[src/rtl/shift_reg_sequencer.sv]
// Command-stream generator for the 4-bit universal shift register.
// Emits one registered control word per clock so the register ends up holding a captured target word.
module shift_reg_sequencer #(
    parameter int WIDTH = 4
) (
    input  logic             i_clk,
    input  logic             i_rst,
    input  logic             i_start,
    input  logic [1:0]       i_mode,
    input  logic [WIDTH-1:0] i_word,
    output logic [7:0]       o_ctrl,
    output logic             o_busy,
    output logic             o_done
);

    localparam int CW = (WIDTH > 1) ? $clog2(WIDTH) : 1;
    localparam logic [CW-1:0] LAST = CW'(WIDTH - 1);

    typedef enum logic [1:0] {
        IDLE = 2'd0,
        EMIT = 2'd1,
        DONE = 2'd2
    } state_e;

    typedef enum logic [1:0] {
        MODE_PAR = 2'b00,
        MODE_SR  = 2'b01,
        MODE_SL  = 2'b10,
        MODE_CLR = 2'b11
    } mode_e;

    state_e           state, state_nxt;
    mode_e            mode_q, mode_nxt;
    logic [WIDTH-1:0] word_q, word_nxt;
    logic [CW-1:0]    cnt, cnt_nxt;
    logic [7:0]       ctrl_nxt;
    logic             busy_nxt, done_nxt;

    // Word k of a sequence. Shift-right feeds LSB first through the MSB input,
    // shift-left feeds MSB first through the LSB input.
    function automatic logic [7:0] cmd_word(input mode_e mode, input logic [WIDTH-1:0] w,
                                            input logic [CW-1:0] k);
        logic [CW-1:0] rk;
        rk = LAST - k;
        case (mode)
            MODE_PAR: cmd_word = {2'b01, 2'b00, w};
            MODE_SR:  cmd_word = {2'b11, w[k], 1'b0, 4'h0};
            MODE_SL:  cmd_word = {2'b10, 1'b0, w[rk], 4'h0};
            default:  cmd_word = {2'b01, 2'b00, 4'h0};
        endcase
    endfunction

    always_comb begin
        state_nxt = state;
        mode_nxt  = mode_q;
        word_nxt  = word_q;
        cnt_nxt   = cnt;
        ctrl_nxt  = 8'h00;
        busy_nxt  = 1'b0;
        done_nxt  = 1'b0;
        case (state)
            // A request in the DONE cycle is accepted, leaving exactly one hold word between sequences.
            IDLE, DONE: begin
                state_nxt = IDLE;
                if (i_start) begin
                    state_nxt = EMIT;
                    mode_nxt  = mode_e'(i_mode);
                    word_nxt  = i_word;
                    cnt_nxt   = '0;
                    ctrl_nxt  = cmd_word(mode_e'(i_mode), i_word, '0);
                    busy_nxt  = 1'b1;
                end
            end
            EMIT: begin
                if (mode_q == MODE_PAR || mode_q == MODE_CLR || cnt == LAST) begin
                    state_nxt = DONE;
                    done_nxt  = 1'b1;
                end else begin
                    cnt_nxt  = cnt + 1'b1;
                    ctrl_nxt = cmd_word(mode_q, word_q, cnt + 1'b1);
                    busy_nxt = 1'b1;
                end
            end
            default: state_nxt = IDLE;
        endcase
    end

    always_ff @(posedge i_clk) begin
        if (i_rst) begin
            state  <= IDLE;
            mode_q <= MODE_PAR;
            word_q <= '0;
            cnt    <= '0;
            o_ctrl <= 8'h00;
            o_busy <= 1'b0;
            o_done <= 1'b0;
        end else begin
            state  <= state_nxt;
            mode_q <= mode_nxt;
            word_q <= word_nxt;
            cnt    <= cnt_nxt;
            o_ctrl <= ctrl_nxt;
            o_busy <= busy_nxt;
            o_done <= done_nxt;
        end
    end

endmodule

[config.mk]
export PLATFORM = sky130hd
export DESIGN_NAME = shift_reg_sequencer
export DESIGN_NICKNAME = d
export VERILOG_FILES = /design/src/rtl/shift_reg_sequencer.sv
export SDC_FILE = /design/constraint.sdc
export NUM_CORES = 1
export LEC_CHECK = 0
export BUFFER_PORTS_ARGS = -buffer_cell sky130_fd_sc_hd__buf_2
export CAP_MARGIN = 10
export CORE_UTILIZATION = 33
export CTS_BUF_LIST = sky130_fd_sc_hd__clkbuf_4 sky130_fd_sc_hd__clkbuf_8 sky130_fd_sc_hd__clkbuf_16
export DETAILED_ROUTE_END_ITERATION = 6
export GPL_TIMING_DRIVEN = 0
export MAX_ROUTING_LAYER = met4
export PLACE_DENSITY = 0.53
export SYNTH_ARGS = -nofsm -noshare
export SYNTH_HDL_FRONTEND = slang
export SYNTH_SLANG_ARGS = --single-unit
[constraint.sdc]
create_clock -name i_clk -period 1.78 [get_ports i_clk]
set_input_delay 0.267 -clock i_clk [delete_from_list [all_inputs] [get_ports i_clk]]
set_output_delay 0.267 -clock i_clk [all_outputs]
set_load 0.01 [all_outputs]
==> impl_metrics.yaml, run 1 <==
outcome:
  status: "complete, no violations"
critical_path:
  cp_data_required_time_ns: 1.97
  rr_endpoint: "o_ctrl[5]"
  endpoint_kind: "flop"
  worstSetupPathType: "reg -> reg"
  regToRegSetupSlack_ns: 0.20
  start_kind: "flop"
  rr_worst_depth: 4
  r2r_start: "cnt[0]"
  cp_max_fo: 5
  crit_arrival_ns: 1.78
pwr:
  p_leak_nw: 0.479
  power.total_mw: 0.804
  powerDensity_mw_per_mm2: 748
  ir_drop_mv: 0.531
sta:
  hold_viol: 0
  finalCriticalPeriod_ns: 1.58
  rsz0062_at_grt: "false"
  relSlewSlack_pct: 64.9
  finalSetupViolations: 0
  max_freq_mhz: 631
  tightest_slew_ns: 0.526
  finalMaxSlewViolations: 0
  fin_ws_ns: 0.195
  tns_ns: 0
  clock_skew_ns: 0.0110
  min_period_over_period_pct: 89.0
logic_synthesis:
  synthDistinctLibCells: 23
  syn-num-nets: 114
  synthTopCellsByCount: "dfxtp_1 (20), nand2_1 (15), a21oi_1 (11)"
  synthCells: 95
  synth.most_common_cell: "dfxtp_1"
  synth_edf_count: 0
  synth_top_area_share_pct: 43.0
  syn_avg_cell_area_sq_um: 9.80
  yosysSeqAreaShare_pct: 43.0
  ys_async_sr_fraction_pct: 0
  yosysTopAreaCell: "dfxtp_1"
  synth.area.top_cells: "dfxtp_1 (43%), ha_1 (13%), nand2_1 (6.0%), a21oi_1 (5.9%), mux4_1 (5.6%)"
  synthFlopType: "dfxtp_1"
  ys_warn_count: 0
  syn_area_sq_um: 931
  ys_seq_elements: 20
grt:
  gr-total-overflow: 0
  grtUsageTotal_pct: 16.0
  grt_max_degree: 11
  grt_pass1_vias: 695
  grt_pass1_wl_microns: 3230
  antenna_found_initial: 0
detailed_routing:
  drt_iter0_markers: 6
  viasPerCell: 5.10
  vias: 740
  dr.pass1.iters: 3
  route.detailed.drc: 0
  wl_per_cell_microns: 13.6
  drt_wl_total_microns: 1970
  ant_nets: 0
clock_network:
  cts_resized: 0
  cts_tree: "built"
  htree_levels: 1
  ctsLongestPathBuffers: 2
  numCtsBuffers: 3
  hold_buffers: 0
  root_buffer: "clkbuf_4"
  cts_sinks: 20
  clk_latency_ns: 0.30
  clkSlewWorstSetupHoldPaths_ns: 0.11
  cts_setup_buffers: 0
layout:
  drive_gt1_share_pct: 20.9
  fill_cells: 278
  antennaDiodeCount: 0
  final_util_pct: 41.9
  nNetsFinal: 136
  syn2layout_area_growth_pct: 15.6
worst_hold_path:
  min_from: "i_word[2]"
  hold_end: "o_ctrl[2]"
  worst_hold_path.num_cells: 3
  min_path_type: "in -> reg"
placement:
  hpwl_microns: 1500
  gp_congestion: 0.798
  portBuffers: 17
  pre_cts_ws_ns: 0.225
run:
  cap_violations: 0
floorplan:
  dieWidth_microns: 55.1
  io_pins: 19
  die_height_microns: 55.1
  core_sq_mm: 0.00257
  die_area_sq_mm: 0.00304
  start_util_pct: 36.3
  rows: 18
==> placed cells by master, fill, tap and decap left out, types with 2 or more instances in the layout <==
master	synthesis	routed
inv_1	4	4
buf_2	0	17
clkbuf_4	0	3
a21oi_1	11	11
ha_1	10	10
nand4_1	2	2
nand3_1	2	2
dfxtp_1	20	20
a32oi_1	4	4
nor2_1	7	7
nand2_1	15	15
nor2b_1	3	3
nor4b_1	2	2
buf_4	2	2
mux4_1	2	2
clkbuf_1	2	2
==> layout make-up <==
cell class / count / area [sq um] / area share (%)
tap: 30 / 37.5 / 3.49
multi-input combinational: 67 / 493 / 45.8
inverter: 4 / 15.0 / 1.40
buffer: 4 / 22.5 / 2.09
sequential: 20 / 400 / 37.2
clock buffer: 3 / 22.5 / 2.09
timing repair buffer: 17 / 85.1 / 7.91
==> per-layer routing <==
metal  global-route usage [%]  wire length (microns)
met5                        -                      0
met4                     4.58                     31
met3                     5.74                     80
met2                     23.7                    891
met1                     20.4                    966
==> flip-flops by register name (all words and copies together), names as in the netlist <==
name	flops
cnt	2
o_done	1
o_busy	1
o_ctrl	8
mode_q	2
state	2
word_q	4
==> cell families after synthesis <==
group                    after synthesis  share of synthesized area [%]
multiplexers                           2                           5.65
flip-flops                            20                           43.0
adder cells (fa/ha/maj)               10                           13.4
AO/OA/AOI/OAI                         19                           13.2
buffers and inverters                  8                           4.03
AND/OR/NAND/NOR                       36                           20.7
==> through the flow <==
| step | hold slack, ns | cells | area, sq um |
|---|---|---|---|
| 6_report | 0.219 | 145 | 1080 |
| 5_1_grt | 0.210 | 145 | 1080 |
| 4_1_cts | 0.214 | 145 | 1080 |
| 3_5_place_dp | 0.470 | 142 | 1050 |
| 3_3_place_gp | 0.460 | 142 | 1050 |
| 2_1_floorplan | 0.400 | 95 | 931 |
==> how the worst max path moves through the flow <==
stage | start | to | slack, ns | depth (start not counted)
6_report | cnt[0] | o_ctrl[5] | 0.20 | 4
5_1_grt | cnt[0] | o_ctrl[5] | 0.11 | 4
4_1_cts | cnt[0] | o_ctrl[5] | 0.18 | 4
3_5_place_dp | cnt[0] | o_ctrl[5] | 0.23 | 4
3_3_place_gp | cnt[0] | o_ctrl[5] | 0.23 | 4
2_1_floorplan | cnt[0] | o_ctrl[5] | 0.32 | 4
==> report_power, final <==
group / internal [mW] / switching [mW] / total (mW) / leakage (nW)
clock network: 0.0788 / 0.132 / 0.210 / 0.0138
logic: 0.0474 / 0.0652 / 0.113 / 0.302
registers: 0.467 / 0.0145 / 0.482 / 0.163
total: 0.593 / 0.211 / 0.804 / 0.479
==> critical path, cell delays in order (launching register included) <==
cell     delay, ns
dfxtp_1       0.37
ha_1          0.35
mux4_1        0.58
nand4_1       0.12
o41ai_1       0.07
No activity file was read; power rests on OpenSTA's default activity.
==> run 2: changes to the inputs <==
--- a/config.mk
+++ b/config.mk
@@ -7,6 +7,7 @@
 export LEC_CHECK = 0
 export BUFFER_PORTS_ARGS = -buffer_cell sky130_fd_sc_hd__buf_2
 export CAP_MARGIN = 10
+export CORE_ASPECT_RATIO = 1.5
 export CORE_UTILIZATION = 33
 export CTS_BUF_LIST = sky130_fd_sc_hd__clkbuf_4 sky130_fd_sc_hd__clkbuf_8 sky130_fd_sc_hd__clkbuf_16
 export DETAILED_ROUTE_END_ITERATION = 6
==> impl_metrics.yaml, run 2 (synthesis gave the netlist of run 1 again) <==
grt:
  grt_pass1_vias: 716
  grt_pass1_wl_microns: 3170
  grtUsageTotal_pct: 15.2
  gr-total-overflow: 0
  grt_max_degree: 12
  antenna_found_initial: 0
clock_network:
  htree_levels: 1
  hold_buffers: 0
  cts_sinks: 20
  clkSlewWorstSetupHoldPaths_ns: 0.08
  root_buffer: "clkbuf_8"
  ctsLongestPathBuffers: 2
  cts_setup_buffers: 0
  clk_latency_ns: 0.26
  cts_tree: "built"
  cts_resized: 0
  numCtsBuffers: 3
layout:
  largestRegisters: "o_ctrl x8, word_q x4"
  layout_commonest_cell: "dfxtp_1"
  fill_cells: 278
  nNetsFinal: 136
  antennaDiodeCount: 0
  most-common-layout-cells: "dfxtp_1 (20), buf_2 (17), nand2_1 (15)"
  fin_area_sq_mm: 0.00112
  syn2layout_area_growth_pct: 20.0
  largest-register: "o_ctrl"
  largest_reg_flops: 8
  drive_gt1_share_pct: 21.6
  fin_cells: 153
detailed_routing:
  ant_nets: 0
  dr.pass1.iters: 4
  vias: 745
  drt_wl_total_microns: 2000
  drt_iter0_markers: 21
  route.detailed.drc: 0
  viasPerCell: 4.87
  wl_per_cell_microns: 13.1
pwr:
  powerDensity_mw_per_mm2: 847
  p_int_mw: 0.711
  switching_share_pct: 24.8
  pwr-share-seq_pct: 50.9
  clkPwrFrac_pct: 37.3
  p_sw_mw: 0.235
  ir_drop_mv: 0.474
  power.total_mw: 0.946
  p_comb_share_pct: 11.7
  p_leak_nw: 0.494
sta:
  finalSetupViolations: 0
  finalCriticalPeriod_ns: 1.58
  tightest_slew_ns: 0.481
  max_freq_mhz: 634
  hold_viol: 0
  tns_ns: 0
  relSlewSlack_pct: 67.8
  min_period_over_period_pct: 88.6
  rsz0062_at_grt: "false"
  finalMaxSlewViolations: 0
  clock_skew_ns: 0.000752
placement:
  hpwl_microns: 1540
  gp_congestion: 0.803
  portBuffers: 17
  place_inst: 149
  placed_cell_area_sq_mm: 0.00106
floorplan:
  dieWidth_microns: 45.4
  die_height_microns: 67.1
  io_pins: 19
  start_util_pct: 34.8
  rows: 23
  core_sq_mm: 0.00268
  die_area_sq_mm: 0.00304
worst_hold_path:
  min_path_type: "in -> reg"
  worst_hold_path.num_cells: 3
  min_from: "i_word[2]"
  hold_end: "word_q[2]"
critical_path:
  rr_worst_depth: 4
  cp_data_required_time_ns: 1.93
  cp_max_fo: 5
  worstSetupPathType: "reg -> reg"
  r2r_start: "cnt[0]"
  rr_endpoint: "o_ctrl[5]"
  regToRegSetupSlack_ns: 0.20
  endpoint_kind: "flop"
  start_kind: "flop"
  crit_arrival_ns: 1.72
run:
  cap_violations: 0
outcome:
  status: "complete, no violations"
-- run 2: power by group through the flow --
stage	clock network, mW	registers [mW]	logic (mW)
detailed placement	0	0.493	0.113
global route	0.382	0.485	0.125
global placement	0	0.492	0.111
floorplan	0	0.492	0.0690
CTS	0.365	0.482	0.113
finish	0.353	0.482	0.111
-- run 2: layer usage --
| layer | routed length (microns) | track usage [%] | part of all wire (%) | vias to the layer above |
|---|---|---|---|---|
| met5 | 0 | - | 0 | - |
| met4 | 51 | 9.09 | 2.5 | 0 |
| met3 | 58 | 2.44 | 2.9 | 5 |
| met2 | 1060 | 25.4 | 53 | 15 |
| met1 | 833 | 16.3 | 42 | 347 |
| li1 | - | - | - | 378 |
-- run 2: layout make-up --
class,instances,area (sq um),share of cell area [%]
multi-input combinational,67,493,44.1
sequential,20,400,35.8
timing repair buffer,17,85.1,7.61
clock buffer,4,55.1,4.93
tap,37,46.3,4.14
buffer,4,22.5,2.02
inverter,4,15.0,1.34
-- run 2: stage by stage --
step	util (%)	setup WS, ns	hold WS [ns]
5_1_grt	41.7	0.135	0.262
6_report	41.7	0.203	0.253
2_1_floorplan	-	0.322	0.400
3_3_place_gp	39.7	0.240	0.461
3_5_place_dp	39.7	0.206	0.465
4_1_cts	41.7	0.201	0.249
-- run 2: worst max path at each step --
stage / startpoint / to / cells after the start
final: cnt[0] / o_ctrl[5] / 4
after global routing: mode_q[0] / o_ctrl[1] / 6
after detailed placement: cnt[0] / o_ctrl[5] / 4
after floorplan: cnt[0] / o_ctrl[5] / 4
after CTS: cnt[0] / o_ctrl[5] / 4
after global placement: cnt[0] / o_ctrl[5] / 4
-- run 2: critical path, cell delays in order, from the launching register on --
cell and delay [ns]:
dfxtp_1 0.36, ha_1 0.35, mux4_1 0.57, nand4_1 0.12, o41ai_1 0.07
